### src/rtl/raizing_snd_pkg.sv
// Shared types and constants for the Raizing sound-ROM SDRAM arbiter.
package raizing_snd_pkg;

  typedef enum logic [1:0] {
    ST_IDLE = 2'd0,
    ST_REQ  = 2'd1,
    ST_WAIT = 2'd2
  } state_t;

  // Requester indices; also the encoding of the grant/last-grant bit
  localparam logic REQ_Z80 = 1'b0;
  localparam logic REQ_PCM = 1'b1;

  // Default SDRAM word offsets of the two ROM regions
  localparam logic [21:0] Z80_BASE_DEF = 22'h000000;
  localparam logic [21:0] PCM_BASE_DEF = 22'h010000;

  // Pick the addressed byte out of a 16-bit SDRAM word
  function automatic logic [7:0] byte_sel(input logic [15:0] w, input logic hi);
    return hi ? w[15:8] : w[7:0];
  endfunction

endpackage

### src/rtl/raizing_snd_rr_arb.sv
// Two-way round-robin grant. Combinational pick, last-grant register updated
// only when the grant is actually taken (top FSM in IDLE with a pending request).
module raizing_snd_rr_arb
  import raizing_snd_pkg::*;
(
  input  logic       i_clk,
  input  logic       i_rst,
  input  logic [1:0] i_pend,
  input  logic       i_take,
  output logic       o_gnt
);

  logic r_last;

  // Lone pending requester wins; on a tie the one not granted last wins
  always_comb begin
    o_gnt = REQ_PCM;
    if (i_pend[REQ_Z80] && !i_pend[REQ_PCM])
      o_gnt = REQ_Z80;
    else if (i_pend[REQ_Z80] && i_pend[REQ_PCM])
      o_gnt = ~r_last;
  end

  // Remember who was granted; reset to Z80 so PCM wins the first tie
  always_ff @(posedge i_clk or posedge i_rst) begin
    if (i_rst)       r_last <= REQ_Z80;
    else if (i_take) r_last <= o_gnt;
  end

endmodule

### src/rtl/raizing_snd_rom_arb.sv
// Raizing sound ROM arbiter: serialises Z80 and OKI6295 ROM fetches onto one
// SDRAM request/ack/data-strobe channel, one latched byte per requester.
// Build option: RAIZING_SNDARB_HIT_EN keeps a requester's latched byte valid
// while its cs is low, so re-asserting cs on the same address hits at once.
module raizing_snd_rom_arb
  import raizing_snd_pkg::*;
#(
  parameter int               Z80_AW   = 17,
  parameter int               PCM_AW   = 20,
  parameter int               SD_AW    = 22,
  parameter logic [SD_AW-1:0] Z80_BASE = SD_AW'(Z80_BASE_DEF),
  parameter logic [SD_AW-1:0] PCM_BASE = SD_AW'(PCM_BASE_DEF)
)(
  input  logic              CLK96,
  input  logic              RESET96,
  input  logic              Z80_CS,
  input  logic [Z80_AW-1:0] Z80_ADDR,
  output logic [7:0]        Z80_DOUT,
  output logic              Z80_OK,
  input  logic              PCM_CS,
  input  logic [PCM_AW-1:0] PCM_ADDR,
  output logic [7:0]        PCM_DOUT,
  output logic              PCM_OK,
  output logic              SD_REQ,
  output logic [SD_AW-1:0]  SD_ADDR,
  input  logic              SD_ACK,
  input  logic              SD_DST,
  input  logic [15:0]       SD_DATA,
  output logic              BUSY
);

`ifdef RAIZING_SNDARB_HIT_EN
  localparam bit HIT_EN = 1'b1;
`else
  localparam bit HIT_EN = 1'b0;
`endif

  state_t              r_state;
  logic                r_gnt;
  logic                r_sd_req;
  logic [SD_AW-1:0]    r_sd_addr;
  logic [Z80_AW-1:0]   r_z80_addr;
  logic [7:0]          r_z80_data;
  logic                r_z80_vld;
  logic [PCM_AW-1:0]   r_pcm_addr;
  logic [7:0]          r_pcm_data;
  logic                r_pcm_vld;

  logic                w_z80_hit, w_pcm_hit;
  logic [1:0]          w_pend;
  logic                w_take, w_gnt;
  logic [SD_AW-1:0]    w_z80_sd, w_pcm_sd;
  logic                w_dst_now;
  logic [7:0]          w_byte;

  // A hit needs no SDRAM traffic; anything else with cs high is pending
  assign w_z80_hit         = Z80_CS && r_z80_vld && (Z80_ADDR == r_z80_addr);
  assign w_pcm_hit         = PCM_CS && r_pcm_vld && (PCM_ADDR == r_pcm_addr);
  assign w_pend[REQ_Z80]   = Z80_CS && !w_z80_hit;
  assign w_pend[REQ_PCM]   = PCM_CS && !w_pcm_hit;
  assign w_take            = (r_state == ST_IDLE) && (|w_pend);

  // Word address = region base + byte address / 2, wrapping at SD_AW bits
  assign w_z80_sd = Z80_BASE + SD_AW'(Z80_ADDR >> 1);
  assign w_pcm_sd = PCM_BASE + SD_AW'(PCM_ADDR >> 1);

  // Data strobe counts only after an ack (same-cycle ack+dst in REQ included)
  assign w_dst_now = SD_DST && ((r_state == ST_WAIT) || (r_state == ST_REQ && SD_ACK));
  assign w_byte    = byte_sel(SD_DATA, (r_gnt == REQ_PCM) ? r_pcm_addr[0] : r_z80_addr[0]);

  assign Z80_OK   = w_z80_hit;
  assign Z80_DOUT = r_z80_data;
  assign PCM_OK   = w_pcm_hit;
  assign PCM_DOUT = r_pcm_data;
  assign SD_REQ   = r_sd_req;
  assign SD_ADDR  = r_sd_addr;
  assign BUSY     = (r_state != ST_IDLE);

  raizing_snd_rr_arb u_arb (
    .i_clk  (CLK96),
    .i_rst  (RESET96),
    .i_pend (w_pend),
    .i_take (w_take),
    .o_gnt  (w_gnt)
  );

  // Transaction FSM plus the per-requester address/data/valid records
  always_ff @(posedge CLK96 or posedge RESET96) begin
    if (RESET96) begin
      r_state    <= ST_IDLE;
      r_gnt      <= REQ_Z80;
      r_sd_req   <= 1'b0;
      r_sd_addr  <= '0;
      r_z80_addr <= '0;
      r_z80_data <= '0;
      r_z80_vld  <= 1'b0;
      r_pcm_addr <= '0;
      r_pcm_data <= '0;
      r_pcm_vld  <= 1'b0;
    end else begin
      // Without the hit option a byte only lives while its cs stays high
      if (!HIT_EN && !Z80_CS) r_z80_vld <= 1'b0;
      if (!HIT_EN && !PCM_CS) r_pcm_vld <= 1'b0;

      // Store under the address latched at grant, even if the requester moved on
      if (w_dst_now) begin
        if (r_gnt == REQ_PCM) begin
          r_pcm_data <= w_byte;
          r_pcm_vld  <= 1'b1;
        end else begin
          r_z80_data <= w_byte;
          r_z80_vld  <= 1'b1;
        end
      end

      case (r_state)
        ST_IDLE: if (w_take) begin
          r_gnt    <= w_gnt;
          r_sd_req <= 1'b1;
          r_state  <= ST_REQ;
          // Invalidate on re-latch so stale data never matches the new address
          if (w_gnt == REQ_PCM) begin
            r_pcm_addr <= PCM_ADDR;
            r_pcm_vld  <= 1'b0;
            r_sd_addr  <= w_pcm_sd;
          end else begin
            r_z80_addr <= Z80_ADDR;
            r_z80_vld  <= 1'b0;
            r_sd_addr  <= w_z80_sd;
          end
        end
        ST_REQ: if (SD_ACK) begin
          r_sd_req <= 1'b0;
          r_state  <= w_dst_now ? ST_IDLE : ST_WAIT;
        end
        ST_WAIT: if (SD_DST) r_state <= ST_IDLE;
        default: r_state <= ST_IDLE;
      endcase
    end
  end

endmodule

### config.mk
export PLATFORM = sky130hd
export DESIGN_NAME = raizing_snd_rom_arb
export DESIGN_NICKNAME = d
export VERILOG_FILES = /design/src/rtl/raizing_snd_pkg.sv /design/src/rtl/raizing_snd_rr_arb.sv /design/src/rtl/raizing_snd_rom_arb.sv
export SDC_FILE = /design/constraint.sdc
export NUM_CORES = 1
export LEC_CHECK = 0
export ABC_AREA = 0
export ABC_CLOCK_PERIOD_IN_PS = 3900
export CAP_MARGIN = 15
export CORE_ASPECT_RATIO = 1.75
export CORE_MARGIN = 8
export CORE_UTILIZATION = 45
export DETAILED_ROUTE_END_ITERATION = 8
export GPL_ROUTABILITY_DRIVEN = 0
export PLACE_DENSITY = 0.75
export SYNTH_ARGS = -nofsm -noshare
export SYNTH_HDL_FRONTEND = slang
export SYNTH_HIERARCHICAL = 1
export SYNTH_SLANG_ARGS = --single-unit
### constraint.sdc
create_clock -name CLK96 -period 3.9 [get_ports CLK96]
set_input_delay 0.585 -clock CLK96 [delete_from_list [all_inputs] [get_ports CLK96]]
set_output_delay 0.585 -clock CLK96 [all_outputs]
set_load 0.01 [all_outputs]
=== Yosys cells after proc, flatten, opt, wreduce, memory -nomap -nowiden ===
Cells that the tools add are included.

* Flip-flop bits (word level): 82
* Latch bits: 0
* Bits in writable memories: 0
* Memory bits (read-only): 0
* Output and inout port bits: 42
* Word-level logic and storage cells: 73
* Memories kept: 0

* Add/sub/neg operators: 1
* Multiply operators: 0
* Div/mod/pow operators: 0
* $lt $le $gt $ge: 0
* Equal/unequal tests: 7
* Shift operators: 0
* Mux-type cells: 25
* Bitwise operators: 3
* Reduce and logical (&&, ||, !) cells: 26

{| class="wikitable"
|+ Operator list
! kind !! number
|-
| adder 17 x 19 -> 20 bit (first input constant) || 1
|-
| equality test 20 bit || 1
|-
| 2-to-1 mux 20 bit || 1
|-
| equality test 17 bit || 1
|-
| 2-to-1 mux 1 bit || 17
|-
| AND reduction 3 bit || 4
|-
| logical AND 1 bit || 11
|-
| 2-to-1 mux 2 bit || 4
|-
| 2-to-1 mux 8 bit || 1
|-
| case mux 2 bit (3 select lines) || 1
|-
| AND reduction 2 bit || 3
|-
| inequality test 2 bit (second input constant) || 2
|-
| nonzero test 2 bit || 2
|-
| zero test 1 bit || 3
|-
| NOT 1 bit || 3
|-
| equality test 2 x 1 -> 1 bit (second input constant) || 1
|-
| equality test 2 bit (second input constant) || 1
|-
| zero test 2 bit || 1
|-
| inequality test 2 x 1 -> 1 bit (second input constant) || 1
|-
| case mux 1 bit (2 select lines) || 1
|-
| OR reduction 2 bit || 1
|-
| logical OR 1 bit || 1
|}

=== Longest topological paths before layout ===
* Depth after elaboration: 10
* Depth in mapped cells: 11
* Gate-level depth less buffers: 9

=== Hierarchy ===
The synthesis kept the hierarchy.

{| class="wikitable"
|+ Modules (own cells, without submodules)
! module !! times used !! cells each !! area each (µm²) !! sequential area each (µm²)
|-
| raizing_snd_rom_arb || 1 || 318 || 3716.1 || 1976.9
|-
| raizing_snd_rr_arb || 1 || 6 || 56.3 || 25.0
|}

=== Worst setup path before layout ===
No wires, ideal clock.

* Kind: input-to-reg
* Start: input PCM_ADDR[15]
* End: register r_z80_addr[16]
* Data arrival time: 2755 ps
* Data required time: 3775 ps
* Setup slack: 1020 ps
* Stages: 10
* Cells stage by stage: xnor2_1 > nand4_1 > or3_4 > nor3_1 > nor2b_1 > nand2b_4 > nand2_1 > a21oi_2 > buf_6 > mux2_2

* Cells in the longest elaborated chain, start to end: 9
* Elaborated cells on any way between the ends: 13
* Classes of those cells: eq/ne: 1; mux: 2; bitwise: 1; reduce/logical: 9

{| class="wikitable"
|+ RTL lines
! what !! line !! source
|-
| start: declaration || raizing_snd_rom_arb.sv:21 || <nowiki>input logic [PCM_AW-1:0] PCM_ADDR,</nowiki>
|-
| equality test 20 bit (*) || raizing_snd_rom_arb.sv:58 || <nowiki>assign w_pcm_hit = PCM_CS && r_pcm_vld && (PCM_ADDR == r_pcm_addr);</nowiki>
|-
| logical AND 1 bit (*) || raizing_snd_rom_arb.sv:58 ||
|-
| via PCM_OK || raizing_snd_rom_arb.sv:23 || <nowiki>output logic PCM_OK,</nowiki>
|-
| zero test 1 bit (*) || raizing_snd_rom_arb.sv:60 || <nowiki>assign w_pend[REQ_PCM] = PCM_CS && !w_pcm_hit;</nowiki>
|-
| logical AND 1 bit (*) || raizing_snd_rom_arb.sv:60 ||
|-
| via w_pend[1] || raizing_snd_rom_arb.sv:50 || <nowiki>logic [1:0] w_pend;</nowiki>
|-
| logical AND 1 bit or zero test 1 bit (tied branches) || raizing_snd_rr_arb.sv:20, raizing_snd_rr_arb.sv:18 ||
|-
| 2-to-1 mux 1 bit or logical AND 1 bit (tied branches) || raizing_snd_rr_arb.sv:20, raizing_snd_rr_arb.sv:18 ||
|-
| 2-to-1 mux 1 bit (*) || raizing_snd_rr_arb.sv:18 || <nowiki>if (i_pend[REQ_Z80] && !i_pend[REQ_PCM])</nowiki>
|-
| via w_gnt || raizing_snd_rom_arb.sv:51 || <nowiki>logic w_take, w_gnt;</nowiki>
|-
| NOT 1 bit (no source line) (*) || -- ||
|-
| AND reduction 3 bit (no source line) (*) || -- ||
|-
| end signal: assignment || raizing_snd_rom_arb.sv:94 || <nowiki>r_z80_addr <= '0;</nowiki>
|-
| end signal: assignment || raizing_snd_rom_arb.sv:127 || <nowiki>r_z80_addr <= Z80_ADDR;</nowiki>
|-
| end: declaration || raizing_snd_rom_arb.sv:42 || <nowiki>logic [Z80_AW-1:0] r_z80_addr;</nowiki>
|}

The timed path passes the listed nets; every way through them passes the cells marked *.
A chain may end at the register's enable or synchronous reset.

=== Worst setup path in the final report ===
* Start: input PCM_ADDR[9]
* End: output PCM_OK

* Cells in the longest elaborated chain, start to end: 2

{| class="wikitable"
|+ RTL lines
! what !! line
|-
| equality test 20 bit || raizing_snd_rom_arb.sv:58
|-
| logical AND 1 bit || raizing_snd_rom_arb.sv:58
|-
| end: declaration || raizing_snd_rom_arb.sv:23
|}

No other way between the ends.

==> results.cfg <==
[worst_setup_path]
path_buf_inv = 2
cp_cell_sequence = clkdlybuf4s50_1 > xor2_1 > nor4_1 > nand4_1 > nor3_1 > clkdlybuf4s50_1
reg2reg_depth = 10
ff2ff_setup_slack_ns = 1.23
max_stage_delay_ns = 0.61
cp_data_required_time_ns = 3.31
r2r-end = r_pcm_addr[10]$_DFFE_PP0P_
cp.arrival_ns = 2.72
worst-setup-path-type = input port to primary output
crit_top_cell = clkdlybuf4s50_1
r2r-start = r_pcm_addr[9]$_DFFE_PP0P_
endpoint = PCM_OK
cp-end-kind = primary output
start_kind = input port
worstPathMaxFanout = 3
critical_path.top_delay_family = buffers and inverters
crit_start = PCM_ADDR[9]
worstSetupPathDepth = 6
slowest_stage = clkdlybuf4s50_1

[run_status]
status = completed

[sta]
setup_viol = 0
worst_slew_pin_slew_ns = 1.06
fin_ws_ns = 0.597
final.setup.tns_ns = 0
hold_slack_ns = 0.438
finClkSkew_ns = 0.00458
period_minus_slack_ns = 3.30
hold_viol = 0
slew_headroom_pct = 27.0
post-route-period-util_pct = 84.7
fmax_ghz = 0.303
drv_slew = 0
rsz0062_at_grt = no

[grt]
grt.total_usage_pct = 17.2
grtUsageMet1_pct = 18.7
grt_pass1_wl_um = 15300
use_met2_pct = 30.5
busiest_layer = met2
met3_usage_pct = 2.89
overflow = 0
antenna_found_initial = 0
grt_start_max_net_pins = 59
grt_pass1_vias = 3039

[clock_network]
clk_pin_slew_ns = 0.05
htreeDepth = 3
cts_buffer_depth = 2
postCtsSetupBuffers = 0
cts_hold_buf = 0
cts-root-buf = clkbuf_16
cts_tree = yes
clock-sinks = 80
clk_latency_ns = 0.34
numCtsBuffers = 9
post_cts_resized = 0

[yosys]
seq_area_frac_synth_pct = 53.1
synthArstFlopShare_pct = 100
syn_area_per_cell_sq_um = 11.6
synth_enable_flop_cells = 0
netlist_area_sq_mm = 0.00377
ys_types = 36
synth-seq-cells = 80
ys.flop_type = dfrtp_1
synth_cells = 324
ys.warnings.count = 6

[routing]
drc = 0
route.detailed.vias_per_inst = 5.32
drtAntennaViolNets = 0
num_vias = 2793
drtIter0Drc = 114
wl_per_cell_um = 17.9
routed_wl_um = 9390
first_pass_iters = 6

[die]
die_h_um = 137
die_x_um = 85.2
placeableCoreArea_sq_mm = 0.00820
io_pins = 101
row_count = 44
die_area_sq_mm = 0.0117
initial_utilization_pct = 46.0

[run]
cap_violations = 0

[layout]
layout-drive-gt1-share_pct = 14.8
antennaDiodeCount = 0
fillers = 671
syn2layout_area_growth_pct = 36.8
fin_nets = 488

[power_and_ir_drop]
p_per_area_mw_per_mm2 = 744
vdd_drop_max_uv = 371
leakagePower_nw = 2.25

[place]
io_buffers = 98
dp.final_hpwl_um = 7220
pre_cts_ws_ns = 0.524

[min_path]
hp-class = input port to async pin
==> layout by cell type (no fill, tap or decap), types with 2 or more instances in the layout <==
| master | instances |
|---|---|
| clkdlybuf4s50_1 | 98 |
| dfrtp_1 | 80 |
| mux2_2 | 34 |
| xor2_1 | 29 |
| o21ai_0 | 28 |
| mux2i_1 | 25 |
| nand3_1 | 23 |
| nand2_1 | 18 |
| nor2_1 | 14 |
| xnor2_1 | 9 |
| a21oi_1 | 9 |
| clkbuf_16 | 9 |
| nor4_1 | 7 |
| buf_4 | 7 |
| inv_1 | 6 |
| nand4_1 | 4 |
| nor2b_1 | 3 |
| mux2_1 | 3 |
| clkinv_2 | 3 |
| clkbuf_8 | 3 |
| o31ai_1 | 2 |
| conb_1 | 2 |
| buf_12 | 2 |
==> synthesized netlist by cell type (3+ instances only) <==
master	count	share of area (%)
a21oi_1	9	1.2
buf_6	3	0.90
clkbuf_1	7	0.70
dfrtp_1	80	53
inv_1	7	0.70
mux2_1	3	0.90
mux2_2	34	10
mux2i_1	25	6.6
nand2_1	18	1.8
nand3_1	23	3.1
nand4_1	4	0.66
nor2_1	14	1.4
nor2b_1	3	0.50
nor4_1	7	1.2
o21ai_0	28	3.7
xnor2_1	9	2.1
xor2_1	29	6.7
==> report_power, final <==
| part | switching (W) | leakage (nW) | internal [W] |
|---|---|---|---|
| Combinational | 0.000698 | 1.15 | 0.000871 |
| Clock | 0.000309 | 0.145 | 0.000480 |
| Sequential | 0.000246 | 0.959 | 0.00124 |
| Total | 0.00125 | 2.25 | 0.00259 |
==> layer usage <==
layer | part of all wire, % | wire length [um]
met5 | 0 | 0
met4 | 2.7 | 250
met3 | 3.6 | 340
met2 | 52 | 4880
met1 | 42 | 3920
==> worst min path at each step <==
| stage | end | depth (start not counted) |
|---|---|---|
| 5_1_grt | u_arb/r_last$_DFFE_PP0P_ | 2 |
| 4_1_cts | u_arb/r_last$_DFFE_PP0P_ | 2 |
| 6_report | u_arb/r_last$_DFFE_PP0P_ | 2 |
| 2_1_floorplan | u_arb/r_last$_DFFE_PP0P_ | 1 |
| 3_5_place_dp | PCM_DOUT[3]$_DFFE_PP0P_ | 2 |
| 3_3_place_gp | SD_REQ$_DFFE_PP0P_ | 2 |
==> cell type report <==
cell class | count | area, sq um | area share [%]
Sequential cell | 80 | 2000 | 38.8
Tap cell | 92 | 115 | 2.23
Timing Repair Buffer | 107 | 1070 | 20.8
Inverter | 7 | 26.3 | 0.509
Clock buffer | 13 | 270 | 5.24
Clock inverter | 3 | 15.0 | 0.291
Multi-Input combinational cell | 223 | 1660 | 32.1
==> kinds of logic after synthesis <==
kind of cell             after synthesis  share of synthesized area [%]
XOR/XNOR                              38                           8.82
AO/OA/AOI/OAI                         47                           7.40
flip-flops                            80                           53.1
multiplexers                          62                           17.7
AND/OR/NAND/NOR                       73                           9.55
buffers and inverters                 22                           3.05
other                                  1                         0.0994
adder cells (fa/ha/maj)                1                          0.332
==> registers in the layout, indices dropped and copies added, names as in the netlist <==
register and count:
u_arb/r_last 1, SD_REQ 1, SD_ADDR 20, PCM_DOUT 8, r_state 2, r_gnt 1, r_z80_vld 1, r_pcm_vld 1
r_pcm_addr 20, r_z80_addr 17, Z80_DOUT 8
==> through the flow <==
step | std cells | total power, W | utilization (%) | area, sq um
finish | 525 | 0.00384 | 62.9 | 5160
global route | 525 | 0.00409 | 62.9 | 5160
CTS | 525 | 0.00389 | 62.9 | 5160
detailed placement | 509 | 0.00308 | 59.4 | 4880
global placement | 509 | 0.00302 | 59.4 | 4880
floorplan | 325 | 0.00238 | - | 3780
==> worst reg2reg max path: stages, from the launching register on <==
cell and delay, ns:
dfrtp_1 0.39, xor2_1 0.14, nor4_1 0.31, nand4_1 0.26
nor3_1 0.32, nor2b_1 0.12, nand2b_4 0.08, nand2_1 0.11
o21ai_2 0.25, buf_12 0.22, mux2_2 0.35
No activity file was read; power rests on OpenSTA's default activity.
